$ cat src/rtl/serial_pkg.sv
// Shared definitions for the serial transmitter and the matching receiver.
// The frame state set and the idle line level live here so both ends agree.
package serial_pkg;

    typedef enum logic [2:0] {
        IDLE,
        START,
        DATA,
        PARITY,
        STOP
    } serial_state_t;

    localparam logic LINE_IDLE = 1'b1;

endpackage

$ cat src/rtl/serial_tx_bit_timer.sv
// Per-bit cycle counter: o_tick marks the last clock cycle of each serial bit.
// i_restart zeroes the count so every state starts on a fresh bit period.
module serial_bit_timer #(
    parameter int CLKS_PER_BIT = 4
) (
    input  logic i_clk,
    input  logic i_rst,
    input  logic i_restart,
    output logic o_tick
);

    localparam int CNT_W = (CLKS_PER_BIT > 1) ? $clog2(CLKS_PER_BIT) : 1;
    localparam logic [CNT_W-1:0] LAST_CNT = CNT_W'(CLKS_PER_BIT - 1);

    logic [CNT_W-1:0] cnt_q, cnt_d;

    assign o_tick = (cnt_q == LAST_CNT);

    always_comb begin
        cnt_d = cnt_q + 1'b1;
        if (i_restart || o_tick) begin
            cnt_d = '0;
        end
    end

    // NOTE: state flops use non-blocking assignments so every flop samples pre-edge values.
    always_ff @(posedge i_clk) begin
        if (i_rst) begin
            cnt_q <= '0;
        end else begin
            cnt_q <= cnt_d;
        end
    end

endmodule

$ cat src/rtl/serial_tx.sv
// LSB-first serial transmitter: start bit, DATA_WIDTH data bits, stop bit.
// Define SERIAL_TX_PARITY_EN to add an even-parity bit between data and stop.
module serial_tx
    import serial_pkg::*;
#(
    parameter int DATA_WIDTH   = 8,
    parameter int CLKS_PER_BIT = 4
) (
    input  logic                  i_clk,
    input  logic                  i_rst,
    input  logic [DATA_WIDTH-1:0] i_data,
    input  logic                  i_valid,
    output logic                  o_ready,
    output logic                  o_tx,
    output logic                  o_busy,
    output logic                  o_done
);

    localparam int IDX_W = $clog2(DATA_WIDTH + 1);
    localparam logic [IDX_W-1:0] LAST_IDX = IDX_W'(DATA_WIDTH - 1);

    serial_state_t         state_q, state_d;
    logic [DATA_WIDTH-1:0] shreg_q, shreg_d;
    logic [DATA_WIDTH-1:0] shifted;
    logic [IDX_W-1:0]      idx_q, idx_d;
    logic                  tx_q, tx_d;
    logic                  ready_q, ready_d;
    logic                  done_q, done_d;
    logic                  tick;
    logic                  restart;
    logic                  accept;
`ifdef SERIAL_TX_PARITY_EN
    logic                  parity_q, parity_d;
`endif

    // Holding the timer in restart while idle aligns bit periods to the START entry.
    assign restart = (state_q == IDLE);
    assign accept  = i_valid && ready_q;
    assign shifted = shreg_q >> 1;

    serial_bit_timer #(
        .CLKS_PER_BIT(CLKS_PER_BIT)
    ) u_bit_timer (
        .i_clk    (i_clk),
        .i_rst    (i_rst),
        .i_restart(restart),
        .o_tick   (tick)
    );

    // NOTE: every _d gets a default first so no path through the case infers a latch.
    always_comb begin
        state_d  = state_q;
        shreg_d  = shreg_q;
        idx_d    = idx_q;
        tx_d     = tx_q;
        done_d   = 1'b0;
`ifdef SERIAL_TX_PARITY_EN
        parity_d = parity_q;
`endif
        case (state_q)
            IDLE: begin
                tx_d = LINE_IDLE;
                if (accept) begin
                    state_d  = START;
                    shreg_d  = i_data;
                    idx_d    = '0;
                    tx_d     = 1'b0;
`ifdef SERIAL_TX_PARITY_EN
                    parity_d = ^i_data;
`endif
                end
            end
            START: begin
                if (tick) begin
                    state_d = DATA;
                    tx_d    = shreg_q[0];
                end
            end
            DATA: begin
                if (tick) begin
                    shreg_d = shifted;
                    idx_d   = idx_q + 1'b1;
                    if (idx_q == LAST_IDX) begin
`ifdef SERIAL_TX_PARITY_EN
                        state_d = PARITY;
                        tx_d    = parity_q;
`else
                        state_d = STOP;
                        tx_d    = LINE_IDLE;
`endif
                    end else begin
                        tx_d = shifted[0];
                    end
                end
            end
`ifdef SERIAL_TX_PARITY_EN
            PARITY: begin
                if (tick) begin
                    state_d = STOP;
                    tx_d    = LINE_IDLE;
                end
            end
`endif
            STOP: begin
                if (tick) begin
                    state_d = IDLE;
                    tx_d    = LINE_IDLE;
                    done_d  = 1'b1;
                end
            end
            default: begin
                state_d = IDLE;
                tx_d    = LINE_IDLE;
            end
        endcase
        ready_d = (state_d == IDLE);
    end

    always_ff @(posedge i_clk) begin
        if (i_rst) begin
            state_q  <= IDLE;
            shreg_q  <= '0;
            idx_q    <= '0;
            tx_q     <= LINE_IDLE;
            ready_q  <= 1'b1;
            done_q   <= 1'b0;
`ifdef SERIAL_TX_PARITY_EN
            parity_q <= 1'b0;
`endif
        end else begin
            state_q  <= state_d;
            shreg_q  <= shreg_d;
            idx_q    <= idx_d;
            tx_q     <= tx_d;
            ready_q  <= ready_d;
            done_q   <= done_d;
`ifdef SERIAL_TX_PARITY_EN
            parity_q <= parity_d;
`endif
        end
    end

    assign o_tx    = tx_q;
    assign o_ready = ready_q;
    assign o_busy  = ~ready_q;
    assign o_done  = done_q;

endmodule

$ cat config.mk
export PLATFORM = sky130hd
export DESIGN_NAME = serial_tx
export DESIGN_NICKNAME = d
export VERILOG_FILES = /design/src/rtl/serial_pkg.sv /design/src/rtl/serial_tx_bit_timer.sv /design/src/rtl/serial_tx.sv
export SDC_FILE = /design/constraint.sdc
export NUM_CORES = 1
export LEC_CHECK = 0
export ABC_AREA = 1
export CAP_MARGIN = 20
export CORE_ASPECT_RATIO = 0.75
export CORE_UTILIZATION = 51
export DETAILED_ROUTE_END_ITERATION = 10
export PLACE_DENSITY = 0.76
export SYNTH_ARGS = -nofsm -noshare
export SYNTH_HDL_FRONTEND = slang
export SYNTH_SLANG_ARGS = --single-unit
$ cat constraint.sdc
create_clock -name i_clk -period 1.3 [get_ports i_clk]
set_input_delay 0.13 -clock i_clk [delete_from_list [all_inputs] [get_ports i_clk]]
set_output_delay 0.13 -clock i_clk [all_outputs]
set_load 0.1 [all_outputs]
# Word-level counts from Yosys, hierarchy flattened
# Index checks and enable logic that the tools add are counted.
word_totals:
  output_inout_bits: 4
  input_bits: 11
  ff_bits: 20
  wordCells: 48
classes:
  n_addsub: 2
  reduce_logical: 9
  n_mux: 19
  n_bitwise: 2
  n_eq_ne: 9
op_table:
  columns: ["operator", "count"]
  rows:
  - ["two-way mux 8 bit", 2]
  - ["case mux 8 bit (2 select lines)", 1]
  - ["two-way mux 3 bit", 5]
  - ["case mux 3 bit (4 select lines)", 1]
  - ["two-way mux 4 bit", 2]
  - ["case mux 4 bit (2 select lines)", 1]
  - ["zero test 3 bit", 2]
  - ["two-way mux 1 bit", 6]
  - ["!= test 2 x 1 -> 1 bit (second input constant)", 3]
  - ["AND reduction 3 bit", 2]
  - ["adder 4 x 1 -> 4 bit (second input constant)", 1]
  - ["== test 4 x 3 -> 1 bit (second input constant)", 1]
  - ["case mux 1 bit (4 select lines)", 1]
  - ["OR reduction 2 bit", 2]
  - ["== test 3 x 1 -> 1 bit (second input constant)", 1]
  - ["== test 3 x 2 -> 1 bit (second input constant)", 1]
  - ["== test 3 bit (second input constant)", 1]
  - ["adder 2 x 1 -> 2 bit (second input constant)", 1]
  - ["== test 2 bit (second input constant)", 1]
  - ["!= test 2 bit (second input constant)", 1]
  - ["NOT 1 bit", 2]
  - ["nonzero test 2 bit", 1]
  - ["logical AND 1 bit", 1]
  - ["logical OR 1 bit", 1]

# Depth between registers and ports, before layout
depth:
  ltp_word: 5
  depth_mapped: 9
  depth_no_buf: 9

# Hierarchy
# Synthesis repeated with hierarchy kept, for this count alone.
hier_totals:
  hier_cells: 143
  hier_area_um2: 1014.7
modules_own_cells:
  columns: ["mod", "cells_each", "seq_area_each_um2", "instances", "area_per_inst_um2"]
  rows:
  - ["serial_tx", 134, 360.3, 1, 939.7]
  - ["serial_bit_timer", 9, 40.0, 1, 75.1]

# Least setup slack after synthesis
# No wires, ideal clock.
synth_path:
  path_kind: "reg-to-output"
  from: "register ready_q (netlist: o_ready)"
  to: "output o_busy"
  path_buffers: 0
  t_arrival_ns: 1.632
  slack_ns: -0.462
  t_required_ns: 1.170
  stages_incl_launch_ff: 2
  cell_sequence: "dfxtp_1 inv_1"
synth_between:
  elab_chain_cells: 1
synth_lines:
  columns: ["item", "line", "rtl"]
  rows:
  - ["start, declared", "serial_tx.sv:27", "logic ready_q, ready_d;"]
  - ["start signal, assigned", "serial_tx.sv:135", "ready_q <= ready_d;"]
  - ["NOT 1 bit", "serial_tx.sv:145", "assign o_busy = ~ready_q;"]
  - ["end, declared", "serial_tx.sv:15", "output logic o_busy,"]
# No other way between the ends.

# Worst setup path after layout
layout_path:
  from: "register state_q[1]"
  to: "register idx_q[2]"
layout_between:
  elab_chain_cells: 3
  word_cells_on_any_way: 7
  cone_classes: "eq/ne: 3; mux: 1; reduce/logical: 3"
layout_lines:
  columns: ["item", "line", "rtl"]
  rows:
  - ["start, declared", "serial_tx.sv:22", "serial_state_t state_q, state_d;"]
  - ["start signal, assigned", "serial_tx.sv:131", "state_q <= state_d;"]
  - ["== test 3 x 2 -> 1 bit / zero test 3 bit (equally long branches)", "serial_tx.sv:60", "case (state_q)"]
  - ["!= test 2 x 1 -> 1 bit (no line) (tied with other cells)", null, null]
  - ["AND reduction 3 bit (no line)", null, null]
  - ["end signal, assigned", "serial_tx.sv:133", "idx_q <= idx_d;"]
  - ["end, declared", "serial_tx.sv:25", "logic [IDX_W-1:0] idx_q, idx_d;"]
# Several ways; a longest one is shown, not always the timed one.
# A chain may end at the register's enable or synchronous reset.

==> out/metrics.cfg <==
[status]
status = completed

[detailed_routing]
dr.pass1.iters = 4
routed_via_density = 5.295
drtIter0Drc = 31
postRouteAntennaNets = 0
wire_per_inst_um = 12.66
num_vias = 1006
drt_wl_total_mm = 2.405
drc = 0

[flow_run]
max_cap_violations = 0

[setup_path]
cp.depth = 8
critPathMaxStageDelay_ns = 0.35
crit_chain = buf_4 > nor2_4 > nand3_4 > nand2_4 > buf_4 > nand2_1 > nand2_1 > nor2_1
cp-startpoint = state_q[1]$_SDFF_PP0_
crit_arrival_ns = 1.46
r2r-start = state_q[1]$_SDFF_PP0_
critPathRequiredTime_ns = 1.50
cp-end-kind = flop
cp-start-kind = flop
rr_worst_depth = 8
cp_max_fo = 5
crit_family = simple AND/OR/NAND/NOR gates
path_buf_inv = 2
crit_type = reg2reg
slowest_stage = dfxtp_2

[synthesis]
synth_compound_area_share_pct = 11.07
synth_xor_area_share_pct = 0
synth_top_family_by_area = simple AND/OR/NAND/NOR gates
synth_area_um2 = 983.4
ys_types = 25
syn_area_per_cell_um2 = 7.075
ys_ff_latch = 20
syn_inst = 139
postSynthNetCount = 152
synth_simple_gate_area_share_pct = 38.30
yosysWarnings = 0
synth_fa_ha_area_share_pct = 2.545
ys_seq_area_share_pct = 40.71
synth_mux_area_share_pct = 0

[cts]
cts_tree = built
clk_pin_slew_ns = 0.11
clkLatencyLatePin_ns = 0.30
clock-root-buffer = clkbuf_4
cts.sinks = 20
clockBufferDepth = 2
cts-buffers-inserted = 3
h-tree-depth = 1
hold_buffers = 0

[die]
die_area_mm2 = 0.002110
rows = 13
die_h_um = 40.03
initial_core_util_pct = 55.47
io_pins = 15
coreArea_mm2 = 0.001773
die_x_um = 52.71

[grt]
grt_pass1_vias = 851
grt_max_degree = 12
grt_pass1_wl_mm = 3.539
antenna_found_initial = 0
overflow = 0
grtUsageTotal_pct = 24.15

[worst_hold_path]
hold_start = i_data[7]
hp-class = in2reg
hold_depth = 3

[final_layout]
n_antenna_cell = 0
final_cell_area_mm2 = 0.001343
seqCellArea_um2 = 410.4
nFillCells = 132
multi_input_area_um2 = 533.0
stdcell_count = 190
finish.utilization_pct = 75.72
drive_gt1_share_pct = 25.60
area_growth_pct = 36.51
nets = 182

[placed_design]
post-dp-hpwl_mm = 1.717
gp_congestion = 0.8387
port_buffers = 14
detailed_place.area_mm2 = 0.001246
place_ws_ns = -0.05750
post-place-cells = 181

[sta]
max_freq_mhz = 793.4
finalCritPeriodShare_pct = 96.96
fin_ws_ns = 0.03956
setup_viol = 0
tightest_slew_ns = 0.2379
skew_ns = 0.01081
slew_violations = 0
fin_tns_setup_ns = 0
period_needed_ns = 1.260
maxSlewHeadroom_pct = 84.08
finalHoldViolCount = 0

[power]
pwr-share-comb_pct = 27.0
p_leak_nw = 0.6160
switching_share_pct = 31.07
power.density_mw_per_mm2 = 1005
p_int_w = 0.0009297
pwr-share-seq_pct = 51.1
irDropWorstVdd_uv = 718.8
switchingPower_w = 0.0004191
clockPowerShare_pct = 21.9

power by group through the flow:
stage | sequential (W) | combinational [W] | clock [W]
floorplan | 0.000746 | 0.000156 | 0
global placement | 0.000696 | 0.000325 | 0
detailed placement | 0.000699 | 0.000335 | 0
CTS | 0.000685 | 0.000338 | 0.000302
global route | 0.000694 | 0.000389 | 0.000332
finish | 0.000690 | 0.000364 | 0.000296
metrics by stage:
step	power (W)	hold slack, ns
finish	0.001349	0.4349
detailed placement	0.001034	0.4139
CTS	0.001324	0.4283
floorplan	0.0009022	0.3015
global route	0.001415	0.4426
global placement	0.001022	0.4066
cell usage after synthesis:
cell type  number  area (um2)
and3_1          1       6.260
nor2_1         22       82.58
nand4_1         1       6.260
inv_2           3       11.26
o21a_1          1       7.510
clkbuf_1        1       3.750
nand2_1        38       142.6
nand3_4         1       17.52
nor3_4          1       16.27
ha_1            2       25.02
nand2_4         1       11.26
a21oi_2         2       17.52
buf_6           1       11.26
nand2_2         1       6.260
nand3_2         1       10.01
dfxtp_1        20       400.4
o21ai_0         3       15.01
nor2_4          1       11.26
o21ai_2         1       8.760
nor2_2          1       6.260
clkbuf_2        1       5.000
o21ai_1         6       30.03
inv_1          11       41.29
a21oi_1         6       30.03
nand3_1        12       60.06
layer usage:
metal	track usage, %	routed length (um)	up-vias
met3	7.197	125	6
li1	-	-	500
met2	44.62	1217	36
met5	0	0	-
met1	27.69	1038	464
met4	6.579	24	0
placed cells by master (no fill, tap or decap), drive strengths merged:
cell type	instances
nand2	40
nor2	24
dfxtp	20
buf	18
nand3	14
inv	13
clkdlybuf4s50	10
o21ai	10
a21oi	8
clkbuf	4
ha	2
clkinvlp	1
nor3	1
o21a	1
nand4	1
and3	1
registers in the layout, summed over array words and instances, names as in the netlist:
signal	count
o_tx	1
state_q	3
o_done	1
u_bit_timer.cnt_q	2
shreg_q	8
idx_q	4
o_ready	1
final timing paths:
check / to / slack, ns
min reg2reg: idx_q[1]$_SDFFE_PP0P_ / 0.48
max reg2reg: idx_q[2]$_SDFFE_PP0P_ / 0.04
max: idx_q[2]$_SDFFE_PP0P_ / 0.04
min: shreg_q[7]$_SDFFE_PP0P_ / 0.43
final cells by class:
| type | instances | share of cell area (%) |
|---|---|---|
| Multi-Input combinational cell | 102 | 39.70 |
| Sequential cell | 20 | 30.57 |
| Timing Repair Buffer | 28 | 21.53 |
| Inverter | 14 | 4.194 |
| Tap cell | 22 | 2.050 |
| Clock buffer | 4 | 1.957 |
kinds of logic after synthesis:
logic type                 Yosys count
DFF                                 20
and+or+nand+nor                     81
adders and majority gates            2
buffers and inverters               17
AOI/OAI and AO/OA                   19
repair_timing:
action,CTS,global route
setup endpoints to repair,0,13
endpoints found under the hold margin,0,0
setup buffers,0,5
gates resized for setup,0,10
tightest hold or removal path: stages:
cell and delay [ns]:
clkdlybuf4s50_1 0.41, nand4_1 0.09, a21oi_1 0.06
Note: power is estimated with default switching activity, not from simulation.
